$ cat src/rtl/mem_access_pkg.sv
// Shared definitions for the MEM stage: memory op codes, FSM state encoding
// and small decode helpers used by the datapath and the load aligner.
package mem_pkg;

    typedef enum logic [3:0] {
        OP_NOP = 4'd0,
        OP_LB  = 4'd1,
        OP_LBU = 4'd2,
        OP_LH  = 4'd3,
        OP_LHU = 4'd4,
        OP_LW  = 4'd5,
        OP_SB  = 4'd6,
        OP_SH  = 4'd7,
        OP_SW  = 4'd8
    } mem_op_e;

    localparam logic [1:0] S_IDLE = 2'd0;
    localparam logic [1:0] S_BUSY = 2'd1;
    localparam logic [1:0] S_DONE = 2'd2;

    localparam logic [31:0] ZeroWord = 32'h0000_0000;

    function automatic logic is_load(input logic [3:0] op);
        return (op >= OP_LB) && (op <= OP_LW);
    endfunction

    function automatic logic is_store(input logic [3:0] op);
        return (op >= OP_SB) && (op <= OP_SW);
    endfunction

    // Codes 9-15 fall into the default arm and behave as NOP everywhere.
    function automatic logic is_misaligned(input logic [3:0] op, input logic [1:0] off);
        case (op)
            OP_LH, OP_LHU, OP_SH: return off[0];
            OP_LW, OP_SW:         return |off;
            default:              return 1'b0;
        endcase
    endfunction

    function automatic logic [3:0] byte_en(input logic [3:0] op, input logic [1:0] off);
        case (op)
            OP_LB, OP_LBU, OP_SB: return 4'b0001 << off;
            OP_LH, OP_LHU, OP_SH: return off[1] ? 4'b1100 : 4'b0011;
            OP_LW, OP_SW:         return 4'b1111;
            default:              return 4'b0000;
        endcase
    endfunction

    function automatic logic [31:0] store_data(input logic [3:0] op, input logic [31:0] data);
        case (op)
            OP_SB:   return {4{data[7:0]}};
            OP_SH:   return {2{data[15:0]}};
            default: return data;
        endcase
    endfunction

endpackage

$ cat src/rtl/mem_access_if.sv
// Data-memory req/ack port: the MEM stage is the master, the memory the slave.
interface mem_access_if;
    logic        dm_req;
    logic        dm_we;
    logic [3:0]  dm_be;
    logic [31:0] dm_addr;
    logic [31:0] dm_wdata;
    logic        dm_ack;
    logic [31:0] dm_rdata;

    modport master (
        output dm_req, dm_we, dm_be, dm_addr, dm_wdata,
        input  dm_ack, dm_rdata
    );

    modport slave (
        input  dm_req, dm_we, dm_be, dm_addr, dm_wdata,
        output dm_ack, dm_rdata
    );
endinterface

$ cat src/rtl/mem_access_load_align.sv
// Little-endian byte/halfword extraction with sign or zero extension of a
// read word; purely combinational.
module load_align
    import mem_pkg::*;
(
    input  logic [31:0] i_rdata,
    input  logic [1:0]  i_off,
    input  logic [3:0]  i_op,
    output logic [31:0] o_data
);

    logic [7:0]  w_byte;
    logic [15:0] w_half;

    assign w_byte = i_rdata[{i_off, 3'b000} +: 8];
    assign w_half = i_off[1] ? i_rdata[31:16] : i_rdata[15:0];

    // NOTE: every path assigns o_data (default arm included), so no latch is inferred.
    always_comb begin
        case (i_op)
            OP_LB:   o_data = {{24{w_byte[7]}}, w_byte};
            OP_LBU:  o_data = {24'h000000, w_byte};
            OP_LH:   o_data = {{16{w_half[15]}}, w_half};
            OP_LHU:  o_data = {16'h0000, w_half};
            OP_LW:   o_data = i_rdata;
            default: o_data = ZeroWord;
        endcase
    end

endmodule

$ cat src/rtl/mem_access.sv
// MEM pipeline stage: runs loads/stores over a req/ack data port, stalls the
// pipeline while a transaction is outstanding, passes other ops straight through.
module mem_access
    import mem_pkg::*;
#(
    parameter int TIMEOUT = 16,
    parameter int CW      = 5
) (
    input  logic        clk,
    input  logic        rst,
    input  logic [31:0] inst_i,
    input  logic [3:0]  memOp,
    input  logic [31:0] memAddr,
    input  logic [31:0] storeData,
    input  logic [4:0]  regAddr_i,
    input  logic        regWr_i,
    input  logic [31:0] regData_i,
    mem_access_if.master dm,
    output logic [31:0] inst_o,
    output logic [4:0]  regAddr,
    output logic        regWr,
    output logic [31:0] regData,
    output logic        stallreq,
    output logic        misalign,
    output logic        bus_err
);

    logic [1:0]    r_state;
    logic [3:0]    r_op;
    logic [31:0]   r_addr;
    logic          r_we;
    logic [3:0]    r_be;
    logic [31:0]   r_wdata;
    logic [4:0]    r_reg_addr;
    logic          r_reg_wr;
    logic [31:0]   r_inst;
    logic [31:0]   r_rdata;
    logic [CW-1:0] r_cnt;
    logic          r_req;
    logic          r_bus_err;

    logic          w_mem_op;
    logic          w_misalign;
    logic          w_start;
    logic [31:0]   w_load_data;

    assign w_mem_op   = is_load(memOp) || is_store(memOp);
    assign w_misalign = w_mem_op && is_misaligned(memOp, memAddr[1:0]);
    assign w_start    = (r_state == S_IDLE) && w_mem_op && !w_misalign;

    load_align u_load_align (
        .i_rdata (dm.dm_rdata),
        .i_off   (r_addr[1:0]),
        .i_op    (r_op),
        .o_data  (w_load_data)
    );

    assign dm.dm_req   = r_req;
    assign dm.dm_we    = r_we;
    assign dm.dm_be    = r_be;
    assign dm.dm_addr  = {r_addr[31:2], 2'b00};
    assign dm.dm_wdata = r_wdata;
    assign bus_err     = r_bus_err;

    // NOTE: state uses non-blocking assignments so every register samples pre-edge values.
    always_ff @(posedge clk) begin
        if (rst) begin
            // NOTE: the latched request fields are plain registers, so clearing them on reset is cheap.
            r_state    <= S_IDLE;
            r_op       <= 4'h0;
            r_addr     <= ZeroWord;
            r_we       <= 1'b0;
            r_be       <= 4'h0;
            r_wdata    <= ZeroWord;
            r_reg_addr <= 5'd0;
            r_reg_wr   <= 1'b0;
            r_inst     <= ZeroWord;
            r_rdata    <= ZeroWord;
            r_cnt      <= '0;
            r_req      <= 1'b0;
            r_bus_err  <= 1'b0;
        end else begin
            case (r_state)
                S_IDLE: begin
                    if (w_start) begin
                        r_op       <= memOp;
                        r_addr     <= memAddr;
                        r_we       <= is_store(memOp);
                        r_be       <= byte_en(memOp, memAddr[1:0]);
                        r_wdata    <= store_data(memOp, storeData);
                        r_reg_addr <= regAddr_i;
                        r_reg_wr   <= regWr_i;
                        r_inst     <= inst_i;
                        r_rdata    <= ZeroWord;
                        r_cnt      <= '0;
                        r_req      <= 1'b1;
                        r_state    <= S_BUSY;
                    end
                end
                S_BUSY: begin
                    // An ack arriving on the timeout cycle still completes normally.
                    if (dm.dm_ack) begin
                        r_rdata <= is_store(r_op) ? ZeroWord : w_load_data;
                        r_req   <= 1'b0;
                        r_state <= S_DONE;
                    end else if (r_cnt == CW'(TIMEOUT - 1)) begin
                        r_bus_err <= 1'b1;
                        r_req     <= 1'b0;
                        r_state   <= S_DONE;
                    end else begin
                        r_cnt <= r_cnt + CW'(1);
                    end
                end
                S_DONE: begin
                    r_bus_err <= 1'b0;
                    r_state   <= S_IDLE;
                end
                default: r_state <= S_IDLE;
            endcase
        end
    end

    always_comb begin
        inst_o   = ZeroWord;
        regAddr  = 5'd0;
        regWr    = 1'b0;
        regData  = ZeroWord;
        stallreq = 1'b0;
        misalign = 1'b0;
        if (!rst) begin
            case (r_state)
                S_IDLE: begin
                    inst_o   = inst_i;
                    regAddr  = regAddr_i;
                    regWr    = regWr_i && !w_mem_op;
                    regData  = regData_i;
                    stallreq = w_start;
                    misalign = w_misalign;
                end
                S_BUSY: begin
                    inst_o   = r_inst;
                    regAddr  = r_reg_addr;
                    stallreq = 1'b1;
                end
                S_DONE: begin
                    inst_o  = r_inst;
                    regAddr = r_reg_addr;
                    regData = r_rdata;
                    regWr   = r_reg_wr && is_load(r_op) && !r_bus_err;
                end
                default: ;
            endcase
        end
    end

endmodule

$ cat src/flat_wrapper.sv
// flat-port wrapper written by rule: the top's interface ports become plain ports
module mem_access_flat import mem_pkg::*;
#(
    parameter int TIMEOUT = 16,
    parameter int CW      = 5
)
  (clk, rst, inst_i, memOp, memAddr, storeData, regAddr_i, regWr_i, regData_i, inst_o, regAddr, regWr, regData, stallreq, misalign, bus_err, dm_dm_req, dm_dm_we, dm_dm_be, dm_dm_addr, dm_dm_wdata, dm_dm_ack, dm_dm_rdata);
  mem_access_if dm_i ();
  input  logic clk;
  input  logic rst;
  input  logic [31:0] inst_i;
  input  logic [3:0] memOp;
  input  logic [31:0] memAddr;
  input  logic [31:0] storeData;
  input  logic [4:0] regAddr_i;
  input  logic regWr_i;
  input  logic [31:0] regData_i;
  output logic [31:0] inst_o;
  output logic [4:0] regAddr;
  output logic regWr;
  output logic [31:0] regData;
  output logic stallreq;
  output logic misalign;
  output logic bus_err;
  output wire logic [$bits(dm_i.dm_req)-1:0] dm_dm_req;
  output wire logic [$bits(dm_i.dm_we)-1:0] dm_dm_we;
  output wire logic [$bits(dm_i.dm_be)-1:0] dm_dm_be;
  output wire logic [$bits(dm_i.dm_addr)-1:0] dm_dm_addr;
  output wire logic [$bits(dm_i.dm_wdata)-1:0] dm_dm_wdata;
  input wire logic [$bits(dm_i.dm_ack)-1:0] dm_dm_ack;
  input wire logic [$bits(dm_i.dm_rdata)-1:0] dm_dm_rdata;
  assign dm_dm_req = dm_i.dm_req;
  assign dm_dm_we = dm_i.dm_we;
  assign dm_dm_be = dm_i.dm_be;
  assign dm_dm_addr = dm_i.dm_addr;
  assign dm_dm_wdata = dm_i.dm_wdata;
  assign dm_i.dm_ack = dm_dm_ack;
  assign dm_i.dm_rdata = dm_dm_rdata;
  mem_access #(.TIMEOUT(TIMEOUT), .CW(CW)) u_core (.clk(clk), .rst(rst), .inst_i(inst_i), .memOp(memOp), .memAddr(memAddr), .storeData(storeData), .regAddr_i(regAddr_i), .regWr_i(regWr_i), .regData_i(regData_i), .dm(dm_i), .inst_o(inst_o), .regAddr(regAddr), .regWr(regWr), .regData(regData), .stallreq(stallreq), .misalign(misalign), .bus_err(bus_err));
endmodule
$ cat config.mk
export PLATFORM = sky130hd
export DESIGN_NAME = mem_access_flat
export DESIGN_NICKNAME = d
export VERILOG_FILES = /design/src/rtl/mem_access_pkg.sv /design/src/rtl/mem_access_if.sv /design/src/rtl/mem_access_load_align.sv /design/src/rtl/mem_access.sv /design/src/flat_wrapper.sv
export SDC_FILE = /design/constraint.sdc
export NUM_CORES = 1
export LEC_CHECK = 0
export CORE_MARGIN = 3
export CORE_UTILIZATION = 30
export DETAILED_ROUTE_END_ITERATION = 10
export PLACE_DENSITY = 0.69
export SLEW_MARGIN = 20
export SYNTH_ARGS = -nofsm -noshare
export SYNTH_HDL_FRONTEND = slang
export SYNTH_HIERARCHICAL = 1
export SYNTH_SLANG_ARGS = --single-unit
$ cat constraint.sdc
create_clock -name clk -period 2.59 [get_ports clk]
set_input_delay 0.518 -clock clk [delete_from_list [all_inputs] [get_ports clk]]
set_output_delay 0.518 -clock clk [all_outputs]
set_load 0.02 [all_outputs]
==> reports/metrics.csv, run 1 <==
metric,value,unit
hold_path.class,flip-flop to flip-flop,
status,finished clean,
power_density,880,nW/um^2
setup_ws,0.0760,ns
worstSetupStartpoint,u_core/r_state[1]$_SDFFE_PP0P_,
drive_above_1_share,12.3,%
ctsRootBufferMaster,clkbuf_16,
yosys.area.top_type_share,39.2,%
synth_top_area_cell,dfxtp_1,
pin_count,316,
drv_slew,0,
synth_edf_count,0,
clk_pin_slew_worst_paths,0.07,ns
area_delta_synth_final,52.7,%
first_iter_violations,500,
finalSetupViolCount,0,
dieArea,27800,sq um
ys.warnings.count,6,
cp-start-kind,flip-flop,
wl_per_cell,17.2,um
ys_types,60,
dp_hpwl,19.6,mm
finalCritPeriodShare,97.1,%
cp_max_fo,32,
hold_end,u_core/r_addr[6]$_SDFFE_PP0P_,
seq_power_share,28.1,%
power.internal,6.23,mW
tightest_slew,0.921,ns
gr-total-overflow,0,
p_switching,4.19,mW
port-buffer-count,313,
chipWidth,167,um
ys_seq_area_share,39.2,%
rsz0062_at_grt,true,
synth_commonest_cells,"nand2_1 (249), dfxtp_1 (152), a21oi_1 (95)",
crit_path_end_kind,primary output,
synth_flop_cell,dfxtp_1,
ff2ff_setup_slack,0.48,ns
ir_worst_vdd,0.000412,V
fmax,398,MHz
drc,0,
first_pass_iters,6,
grt_max_degree,125,
cts_buffer_depth,2,
path_class,flip-flop to primary output,
grtUsageTotal,18.4,%
max_cap_violations,0,
dr_total_vias,8075,
min_from,u_core/r_addr[6]$_SDFFE_PP0P_,
setup_tns,0,ns
place_ws,-0.635,ns
clk_latency,0.41,ns
fin_nets,1431,
gp_congestion,0.877,
yosysMostFrequentCell,nand2_1,
syn_avg_cell_area,7.94,sq um
fp-row-count,58,
power.share.clock,23.4,%
via_per_inst,5.07,
fin_skew,0.0108,ns
cts.sinks,152,
p_leak,4.66,nW
routed_wl,27.4,mm
netlist_instances,977,
ys_ff_latch,152,
cts-htree-levels,4,
die_h,167,um
reg2reg_from,u_core/r_cnt[0]$_SDFFE_PP0P_,
grt_pass1_vias,7667,
numCtsBuffers,17,
antenna_cells,0,
required,2.07,ns
syn_area,7760,sq um
initial_core_util,30.6,%
reg2reg_depth,8,
fp.coreArea,25300,sq um
cts_tree,yes,
timing.rr.end,u_core/r_cnt[1]$_SDFFE_PP0P_,
grt_first_pass_wirelength,42.0,mm
critPathArrivalTime,2.00,ns
swShare,40.2,%
period_minus_slack,2.51,ns
antenna_found_initial,1,
hold_viol,0,
p_comb_share,48.4,%
max_slew_margin,38.6,%
ant_nets,0,
async_reset_ff_share,0,%
whs_path_depth,2,
yosys-top-cells-area,"dfxtp_1 (39%), nand2_1 (12%), a22o_1 (7.2%)",
[worst max-delay path: stages, from the launching register on]
cell	delay [ns]
dfxtp_1	0.34
buf_4	0.12
ha_2	0.22
nor2b_2	0.20
buf_12	0.19
a22o_1	0.17
dlygate4sd2_1	0.33
[registers in the layout (all words and copies together) (netlist names)]
register            count
u_core/dm.dm_req        1
u_core/r_op             4
u_core/dm.dm_we         1
u_core/dm.dm_be         4
u_core/r_reg_addr       5
u_core/r_addr          32
u_core/dm.dm_wdata     32
u_core/r_rdata         32
u_core/bus_err          1
u_core/r_reg_wr         1
u_core/r_inst          32
u_core/r_state          2
u_core/r_cnt            5
[layout make-up]
class,instances,area (sq um)
Fill cell,2505,13500
Timing Repair Buffer,369,3590
Sequential cell,152,3040
Clock buffer,18,429
Multi-Input combinational cell,703,4200
Clock inverter,14,141
Inverter,8,30.0
Tap cell,330,413
[worst max path at each step]
stage          slack (ns)     endpoint  cells past startpoint
4_1_cts            0.0009   inst_o[22]                      7
6_report             0.08  regData[23]                      6
3_3_place_gp        -0.59     stallreq                      8
2_1_floorplan       0.006     stallreq                      8
5_1_grt             -0.03        regWr                      7
3_5_place_dp        -0.63     stallreq                      8
[cells by family (layout without fill, tap and decap cells)]
kind of cell	count (synthesis)	after routing	synth area share, %
and+or+nand+nor	377	377	20.8
DFF	152	152	39.2
other	1	2	0.0483
AOI/OAI and AO/OA	281	281	25.3
buffers and inverters	123	409	8.51
xor gates and xnor gates	2	2	0.226
muxes	34	34	4.71
adders and majority gates	7	7	1.13
[through the flow]
step	utilization, %	cell area, sq um	power, mW	hold WS [ns]	instances
detailed placement	44.5	11300	8.02	0.446	1559
global placement	44.5	11300	7.97	0.441	1559
global route	46.8	11900	11.0	0.473	1594
floorplan	-	7770	5.79	0.425	978
CTS	46.9	11900	10.4	0.456	1593
finish	46.8	11900	10.4	0.452	1594
[routing by layer]
layer / GRT usage (%) / up-vias / wire length, um
met5: 0 / - / 20
met4: 5.77 / 2 / 627
met3: 6.48 / 36 / 2420
met2: 29.8 / 336 / 12700
met1: 23.0 / 3754 / 11700
li1: - / 3947 / -
[placed cells by master, fill, tap and decap left out, types with 7 or more instances in the layout]
cell             instances
a211oi_1                13
a21oi_1                 95
a22o_1                  64
a22oi_1                 32
a311oi_1                 9
buf_12                  13
buf_4                   42
clkbuf_16               18
clkbuf_2                21
clkdlybuf4s15_1         16
clkdlybuf4s50_1        235
dfxtp_1                152
dlygate4sd2_1           29
mux2i_1                 32
nand2_1                249
nand2b_1                11
nor2_1                  66
nor2b_1                  7
nor3_1                   8
o21ai_0                 22
o221ai_1                 9
[power by group through the flow]
stage	clock [mW]	sequential (mW)	combinational, mW
after floorplan	0	3.08	2.72
final	2.44	2.93	5.05
after global routing	2.62	2.98	5.43
after detailed placement	0	2.98	5.04
after global placement	0	2.96	5.01
after CTS	2.52	2.93	4.94
[repair_timing]
action,4_1_cts,5_1_grt
cloned,0,1
hold buffers,0,0
buffers inserted,2,0
hold endpoints to repair,0,0
resized for setup,121,65
pin swaps,2,1
endpoints found under the setup margin,104,69
Power figures use the tool's default switching activity.
==> run 2, diff against run 1 <==
==> constraint.sdc (replaced) <==
create_clock -name clk -period 2.4 [get_ports clk]
set_input_delay 0.48 -clock clk [delete_from_list [all_inputs] [get_ports clk]]
set_output_delay 0.48 -clock clk [all_outputs]
set_load 0.02 [all_outputs]
==> reports/metrics.csv, run 2 (same netlist as run 1, synthesis figures left out) <==
metric,value,unit
finalCritPeriodShare,98.6,%
initial_core_util,30.6,%
grtUsageTotal,18.7,%
crit_slowest_cell,dfxtp_2,
cpPeakStageDelay,0.32,ns
p_switching,4.56,mW
cts-htree-levels,4,
gr-total-overflow,0,
place_area,11400,sq um
nFillCells,2490,
path_class,flip-flop to primary output,
antenna_cells,0,
hold_path.class,flip-flop to flip-flop,
hold_viol,0,
drc,0,
port-buffer-count,313,
mostFrequentLayoutCells,"nand2_1 (249), clkdlybuf4s50_1 (235), dfxtp_1 (150)",
fp-row-count,58,
power.share.clock,24.0,%
design_area,11900,sq um
power_density,966,nW/um^2
grt_max_degree,123,
max_slew_margin,25.9,%
ir_worst_vdd,0.000535,V
p_comb_share,48.8,%
crit_top_cell,buf_4,
pin_count,316,
ctsRootBufferMaster,clkbuf_16,
wl_per_cell,16.9,um
period_minus_slack,2.37,ns
required,1.92,ns
gp_congestion,0.847,
final_core_util,47.1,%
multi_input_area,4210,sq um
numCtsBuffers,17,
drv_slew,0,
first_pass_iters,5,
rsz0062_at_grt,true,
power.internal,6.97,mW
chipWidth,167,um
swShare,39.6,%
drive_above_1_share,17.1,%
max_cap_violations,0,
cp_top_family,simple AND/OR/NAND/NOR gates,
cts_tree,yes,
dp_hpwl,19.5,mm
dieArea,27800,sq um
routed_wl,27.3,mm
cp_max_fo,7,
cp-start-kind,flip-flop,
ant_nets,0,
grt_first_pass_wirelength,43.0,mm
hold_ws,0.451,ns
tightest_slew,1.11,ns
first_iter_violations,620,
critPathBufInv,3,
clk_pin_slew_worst_paths,0.06,ns
via_per_inst,5.07,
status,finished clean,
seqCellArea,3050,sq um
final_common_cell,nand2_1,
setup_tns,0,ns
fin_nets,1451,
fin_skew,0.0193,ns
cts.sinks,152,
p_leak,4.71,nW
seq_power_share,27.2,%
finalSetupViolCount,0,
crit_path_end_kind,primary output,
fp.coreArea,25300,sq um
worstPathCellList,buf_4 > ha_1 > or2_4 > buf_12 > nor2_1 > buf_4,
die_h,167,um
grt_pass1_vias,8028,
cts_buffer_depth,2,
area_delta_synth_final,53.8,%
critPathArrivalTime,1.89,ns
fmax,423,MHz
clk_latency,0.42,ns
dr_total_vias,8176,
antenna_found_initial,1,
-- run 2: cell type report --
type                       count  area share, %
clock buffer                  18           3.60
multi-input combinational    703           35.3
tap                          330           3.46
inverter                       8          0.252
sequential                   152           25.5
clock inverter                14           1.39
timing repair buffer         389           30.5
-- run 2: per-layer routing --
| layer | vias to the layer above | global-route usage [%] | share of wire, % |
|---|---|---|---|
| li1 | 3989 | - | - |
| met4 | 2 | 6.10 | 2.2 |
| met1 | 3801 | 23.4 | 43 |
| met5 | - | 0 | 0.048 |
| met2 | 344 | 30.9 | 47 |
| met3 | 40 | 5.82 | 8.1 |
-- run 2: path summary, 6_finish.rpt --
path                             startpoint                                   to  slack, ns  cells past startpoint
max          u_core/r_state[0]$_SDFFE_PP0P_                           inst_o[23]       0.03                      6
min           u_core/r_addr[9]$_SDFFE_PP0P_        u_core/r_addr[9]$_SDFFE_PP0P_       0.45                      2
max reg2reg  u_core/r_state[1]$_SDFFE_PP0P_  u_core/dm.dm_wdata[10]$_SDFFE_PP0P_       0.19                     10
min reg2reg   u_core/r_addr[9]$_SDFFE_PP0P_        u_core/r_addr[9]$_SDFFE_PP0P_       0.45                      2
-- run 2: tightest hold or removal path: stages, from the launching register on --
cell     delay (ns)
dfxtp_1        0.31
nand2_1        0.05
a21oi_1        0.05
-- run 2: per-stage QoR --
stage	std cells	worst slack [ns]	total power [mW]
global route	1614	-0.0117	12.2
floorplan	978	0.0200	6.26
detailed placement	1579	-0.721	8.80
CTS	1612	-0.0469	11.5
finish	1614	0.0344	11.5
global placement	1579	-0.723	8.77
-- run 2: power groups by stage --
stage          sequential (mW)  combinational [mW]  clock [mW]
4_1_cts                   3.13                5.51        2.85
5_1_grt                   3.19                6.06        2.94
6_report                  3.14                5.63        2.76
3_5_place_dp              3.18                5.62           0
3_3_place_gp              3.17                5.60           0
2_1_floorplan             3.32                2.94           0
-- run 2: timing repair --
action,in CTS,in global routing
hold buffers,0,0
endpoints found under the hold margin,0,0
resized for setup,272,37
cloned,0,1
pin swaps,4,2
setup buffers,1,1
endpoints found under the setup margin,209,74
==> edit 1, RTL diff (settings of run 1) <==
Register the output `bus_err` once more, with the module's reset; this adds one clock of latency there. The other outputs are not delayed to match.
--- a/src/rtl/mem_access.sv
+++ b/src/rtl/mem_access.sv
@@ -61,5 +61,11 @@
     assign dm.dm_addr  = {r_addr[31:2], 2'b00};
     assign dm.dm_wdata = r_wdata;
-    assign bus_err     = r_bus_err;
+    always_ff @(posedge clk) begin
+        if (rst) begin
+            bus_err <= '0;
+        end else begin
+            bus_err <= r_bus_err;
+        end
+    end
 
     // NOTE: state uses non-blocking assignments so every register samples pre-edge values.
Formal check against the unedited RTL: no difference found for any inputs over 4 cycles, from zero or initial values and one cycle with rst high; that may be too few to reach the edited logic, so the function may still have changed.
==> edit 1 against run 1 <==
  * Routed wire length grew 3.0%
  * Fmax is essentially flat
  * Sequential cell count grew 1
  * Area after synthesis grew 14%
  * Total power shrank 4.2%
  * Count of clock-buffer cells in the layout is the same
  * Worst setup slack is essentially flat
  * Synthesized cell count grew 8.2%
  * Die area grew 13%
  * Final area grew 8.7%
  * Final cell count grew 8.4%
  * Non-clock buffer count grew 4
  * Highest routed layer unchanged
==> edit 1: results <==
set metrics [dict create \
    run_status "finished clean" \
    io_buffers 313 \
    power.leakage_uw 0.005336 \
    grt_pass1_vias 8145 \
    path_clk_slew_ns 0.07 \
    ctsHtreeMaxLevel 4 \
    seq_area_frac_synth_pct 34.64 \
    grt_pass1_wl_um 43000 \
    wire_per_inst_um 16.37 \
    grt_max_degree 82 \
    drive_gt1_share_pct 15.25 \
    max_slew_margin_pct 52.84 \
    globalplace.congestion 0.8887 \
    async_flop_share_pct 0 \
    critPathMaxFanout 4 \
    top_usage_layer "met2" \
    cp.arrival_ns 2.00 \
    finalClockSkew_ns 0.02180 \
    fill_cells 2819 \
    post-dp-hpwl_um 20510 \
    grt_util_met2_pct 29.67 \
    antenna_cells 0 \
    clk_latency_ns 0.43 \
    yosysUniqueCellTypes 75 \
    cts_buffers 17 \
    min_path_type "flip-flop to flip-flop" \
    drt_iter0_markers 415 \
    ctsRootBufferMaster "clkbuf_16" \
    yosysWarnings 6 \
    met1_usage_pct 19.80 \
    use_met3_pct 5.884 \
    grt_antenna_before_repair 1 \
    cts_buffer_depth 2 \
    synthTopCellsByArea "dfxtp_1 (35%), mux2i_1 (19%), nand2_1 (14%)" \
    synth_top_cells_by_count "nand2_1 (321), mux2i_1 (167), dfxtp_1 (153)" \
    grt_usage_pct 17.04 \
    ys.flop_type "dfxtp_1" \
    vdd_drop_max_v 0.0003393 \
    final_nets 1511 \
    viasPerCell 4.847 \
    drt-pass1-iter-count 6 \
]
## edit 1: path summary, 6_finish.rpt
path	slack (ns)	endpoint	cells past startpoint	startpoint
min reg2reg	0.45	u_core/r_addr[12]	2	u_core/r_addr[12]
max	0.08	regWr	6	u_core/r_state[0]
max reg2reg	0.55	u_core/r_rdata[14]	7	u_core/r_state[1]
min	0.45	u_core/r_addr[12]	2	u_core/r_addr[12]
## edit 1: area by class of cell
type                       instances  area, µm²  area share (%)
timing repair buffer             373       3558           27.61
clock buffer                      18      429.2           3.330
clock inverter                    14      161.4           1.253
sequential                       153       3065           23.79
multi-input combinational        777       5152           39.98
tap                              384      480.5           3.729
inverter                           9      38.79          0.3010
## edit 1: timing repair
item	in CTS	in global routing
setup buffers	2	1
pin swaps	2	0
endpoints found under the hold margin	0	0
endpoints found under the setup margin	72	72
resized for setup	109	114
gates cloned	0	1
## edit 1: per-stage QoR
step           worst slack, ns  cells  instance area, µm²
3_5_place_dp           -0.2108   1692               12490
6_report               0.07579   1728               12890
4_1_cts               0.003295   1726               13090
3_3_place_gp           -0.2064   1692               12490
2_1_floorplan           0.2238   1058                8846
5_1_grt               -0.03774   1728               12890
## edit 1: cell families after synthesis
family | share of synthesized area (%)
AOI/OAI and AO/OA | 13.40
xor gates and xnor gates | 0.2831
adders and majority gates | 0.9905
buffers and inverters | 8.250
DFF | 34.64
muxes | 21.45
other | 0.04241
and+or+nand+nor | 20.94
## edit 1: critical path: stages, from the launching register on
cell	delay, ns
dfxtp_2	0.34
inv_2	0.09
ha_4	0.15
or4bb_1	0.47
a211o_1	0.25
a21oi_2	0.14
buf_6	0.14
## edit 1: power by group
group	switching [µW]	total (µW)	internal (µW)
combinational	2400	4530	2140
clock	1120	2570	1450
sequential	203	2880	2680
total	3720	9990	6270
## edit 1: metal layers
metal	part of all wire, %	vias up	wire (µm)
met5	0.046	-	13
met4	1.8	2	507
met3	8.9	33	2516
met2	49	286	13720
met1	41	3889	11530
li1	-	4165	-
==> edit 2, RTL diff (flow settings as in run 1) <==
Made on the original files. `CW` is set to 5 in 2 places; all go to 6.
--- a/src/rtl/mem_access.sv
+++ b/src/rtl/mem_access.sv
@@ -5,5 +5,5 @@
 #(
     parameter int TIMEOUT = 16,
-    parameter int CW      = 5
+    parameter int CW      = 6
 ) (
     input  logic        clk,
--- a/src/flat_wrapper.sv
+++ b/src/flat_wrapper.sv
@@ -3,5 +3,5 @@
 #(
     parameter int TIMEOUT = 16,
-    parameter int CW      = 5
+    parameter int CW      = 6
 )
   (clk, rst, inst_i, memOp, memAddr, storeData, regAddr_i, regWr_i, regData_i, inst_o, regAddr, regWr, regData, stallreq, misalign, bus_err, dm_dm_req, dm_dm_we, dm_dm_be, dm_dm_addr, dm_dm_wdata, dm_dm_ack, dm_dm_rdata);
Formal check against the unedited RTL: no difference found for any inputs over 4 cycles, from zero or initial values and one cycle with rst high; that may be too few to reach the edited logic, so the function may still have changed.
==> edit 2 against run 1 <==
  * Total power grew 10%
  * Routed wire length grew 27%
  * Area after synthesis grew 15%
  * Final area grew 13%
  * Critical path type is now input port to output port
  * Sequential cell count grew 1
  * Sequential share of layout area shrank 2.7 points
  * Clock skew grew 0.0066 ns
  * Worst setup slack lost 0.011 ns
==> edit 2: results <==
set metrics [dict create \
    drt-pass1-iter-count 6 \
    clk_latency_ns 0.43 \
    synth_compound_area_share_pct 27.45 \
    synthXorXnorAreaFrac_pct 0.1955 \
    finalClockSkew_ns 0.01743 \
    yosysUniqueCellTypes 71 \
    max_slew_margin_pct 24.96 \
    grt_usage_pct 20.51 \
    cts_buffer_depth 2 \
    critPathMaxFanout 7 \
    grt_antenna_before_repair 3 \
    grt_pass1_vias 9356 \
    syn_inst 1086 \
    r2r_slack_ns 0.28 \
    clock-sinks 153 \
    instances_no_fill 1758 \
    fill_cells 2861 \
    synth_top_cells_by_count "dfxtp_1 (153), nand2_1 (134), a21oi_1 (86)" \
    rr_worst_depth 7 \
    grt_max_degree 97 \
    routed.top_layer "met5" \
    cp.arrival_ns 2.01 \
    muxShareOfSynthArea_pct 9.552 \
    async_flop_share_pct 0 \
    drt-met1-wl_um 14560 \
    synthTopCellsByArea "dfxtp_1 (34%), mux2i_1 (9.0%), o31ai_1 (7.0%)" \
    power.leakage_uw 0.005240 \
    path_clk_slew_ns 0.06 \
    critPathLaunch "memOp[2]" \
    synth_adder_area_share_pct 0.8379 \
    dpl_worst_slack_ns -0.8178 \
    io_buffers 313 \
    final_nets 1539 \
    r2r-end "u_core/dm.dm_wdata[21]" \
    post-dp-hpwl_um 23730 \
    seq_area_frac_synth_pct 34.19 \
    dp.cells 1719 \
    start_kind "input port" \
    yosysWarnings 6 \
    viasPerCell 5.556 \
    vdd_drop_max_v 0.0004816 \
    endpoint "stallreq" \
    min_path_type "flip-flop to flip-flop" \
    run_status "finished clean" \
    met2_length_um 16600 \
    ctsHtreeMaxLevel 4 \
    globalplace.congestion 0.8539 \
    drt_iter0_markers 780 \
    drive_gt1_share_pct 16.82 \
    cts_buffers 17 \
    ctsRootBufferMaster "clkbuf_16" \
    finalCritPeriodShare_pct 97.48 \
    wire_per_inst_um 19.75 \
    rr_startpoint "u_core/r_state[1]" \
    wl_met3_um 3058 \
    grt_pass1_wl_um 52450 \
]
[edit 2: cell count changes in the layout (fill, tap and decap cells not counted), moves of 19 or more]
| cell | change |
|---|---|
| nand2_1 | -115 |
| nand4_1 | +81 |
| o31ai_1 | +81 |
| mux2i_1 | +49 |
| buf_4 | +33 |
| a22o_1 | -32 |
| dlygate4sd2_1 | -27 |
| a31oi_1 | +19 |
| clkbuf_2 | +19 |
[edit 2: cell type report]
cell class / count / share of cell area (%)
multi-input combinational: 767 / 39.03
timing repair buffer: 409 / 29.16
sequential: 153 / 22.97
tap: 384 / 3.601
clock buffer: 17 / 3.189
clock inverter: 15 / 1.697
inverter: 12 / 0.3376
antenna: 1 / 0.01876
[edit 2: stage by stage]
stage,instance area (µm²),power (µW),hold WS [ns],TNS [ns]
6_report,13340,11510,0.4577,0
5_1_grt,13340,12110,0.4811,-0.007333
4_1_cts,13420,11580,0.4518,-0.06670
3_5_place_dp,12810,8741,0.4514,-48.56
3_3_place_gp,12810,8690,0.4464,-39.95
2_1_floorplan,8979,6251,0.4377,0
[edit 2: how the worst min path moves through the flow]
stage / slack, ns / startpoint / to / depth (start not counted)
final: 0.46 / u_core/r_rdata[9] / u_core/r_rdata[9] / 2
after global routing: 0.48 / rst / u_core/r_reg_wr / 3
after CTS: 0.45 / rst / u_core/r_reg_wr / 3
after detailed placement: 0.45 / u_core/r_rdata[0] / u_core/r_rdata[0] / 2
after global placement: 0.45 / u_core/r_rdata[17] / u_core/r_rdata[17] / 2
after floorplan: 0.44 / u_core/r_rdata[16] / u_core/r_rdata[16] / 2
[edit 2: power breakdown]
group	switching [µW]	total, µW	internal [µW]
registers	211	2930	2720
logic	3190	5730	2550
clock network	1190	2850	1660
total	4590	11500	6930
[edit 2: what timing repair did]
item / in CTS / in global routing
endpoints found under the hold margin: 0 / 0
gates cloned: 1 / 1
setup buffers: 2 / 2
pin swaps: 2 / 7
resized for setup: 149 / 108
endpoints found under the setup margin: 75 / 59
[edit 2: layer usage]
metal,up-vias,track usage [%]
met4,4,4.935
met2,436,33.60
met3,36,5.887
met5,-,0
li1,4619,-
met1,4673,26.65
[edit 2: worst max-delay path, cell delays in order]
cell             delay [ns]
clkdlybuf4s15_1        0.27
or3b_4                 0.43
a211o_4                0.36
nand3_4                0.08
a21oi_2                0.06
buf_4                  0.14
buf_4                  0.15
[edit 2: logic make-up after synthesis]
family                   Yosys count
XOR/XNOR                           2
adder cells (fa/ha/maj)            6
buffers and inverters            167
flip-flops                       153
multiplexers                      83
AND/OR/NAND/NOR                  333
other                              1
AO/OA/AOI/OAI                    341
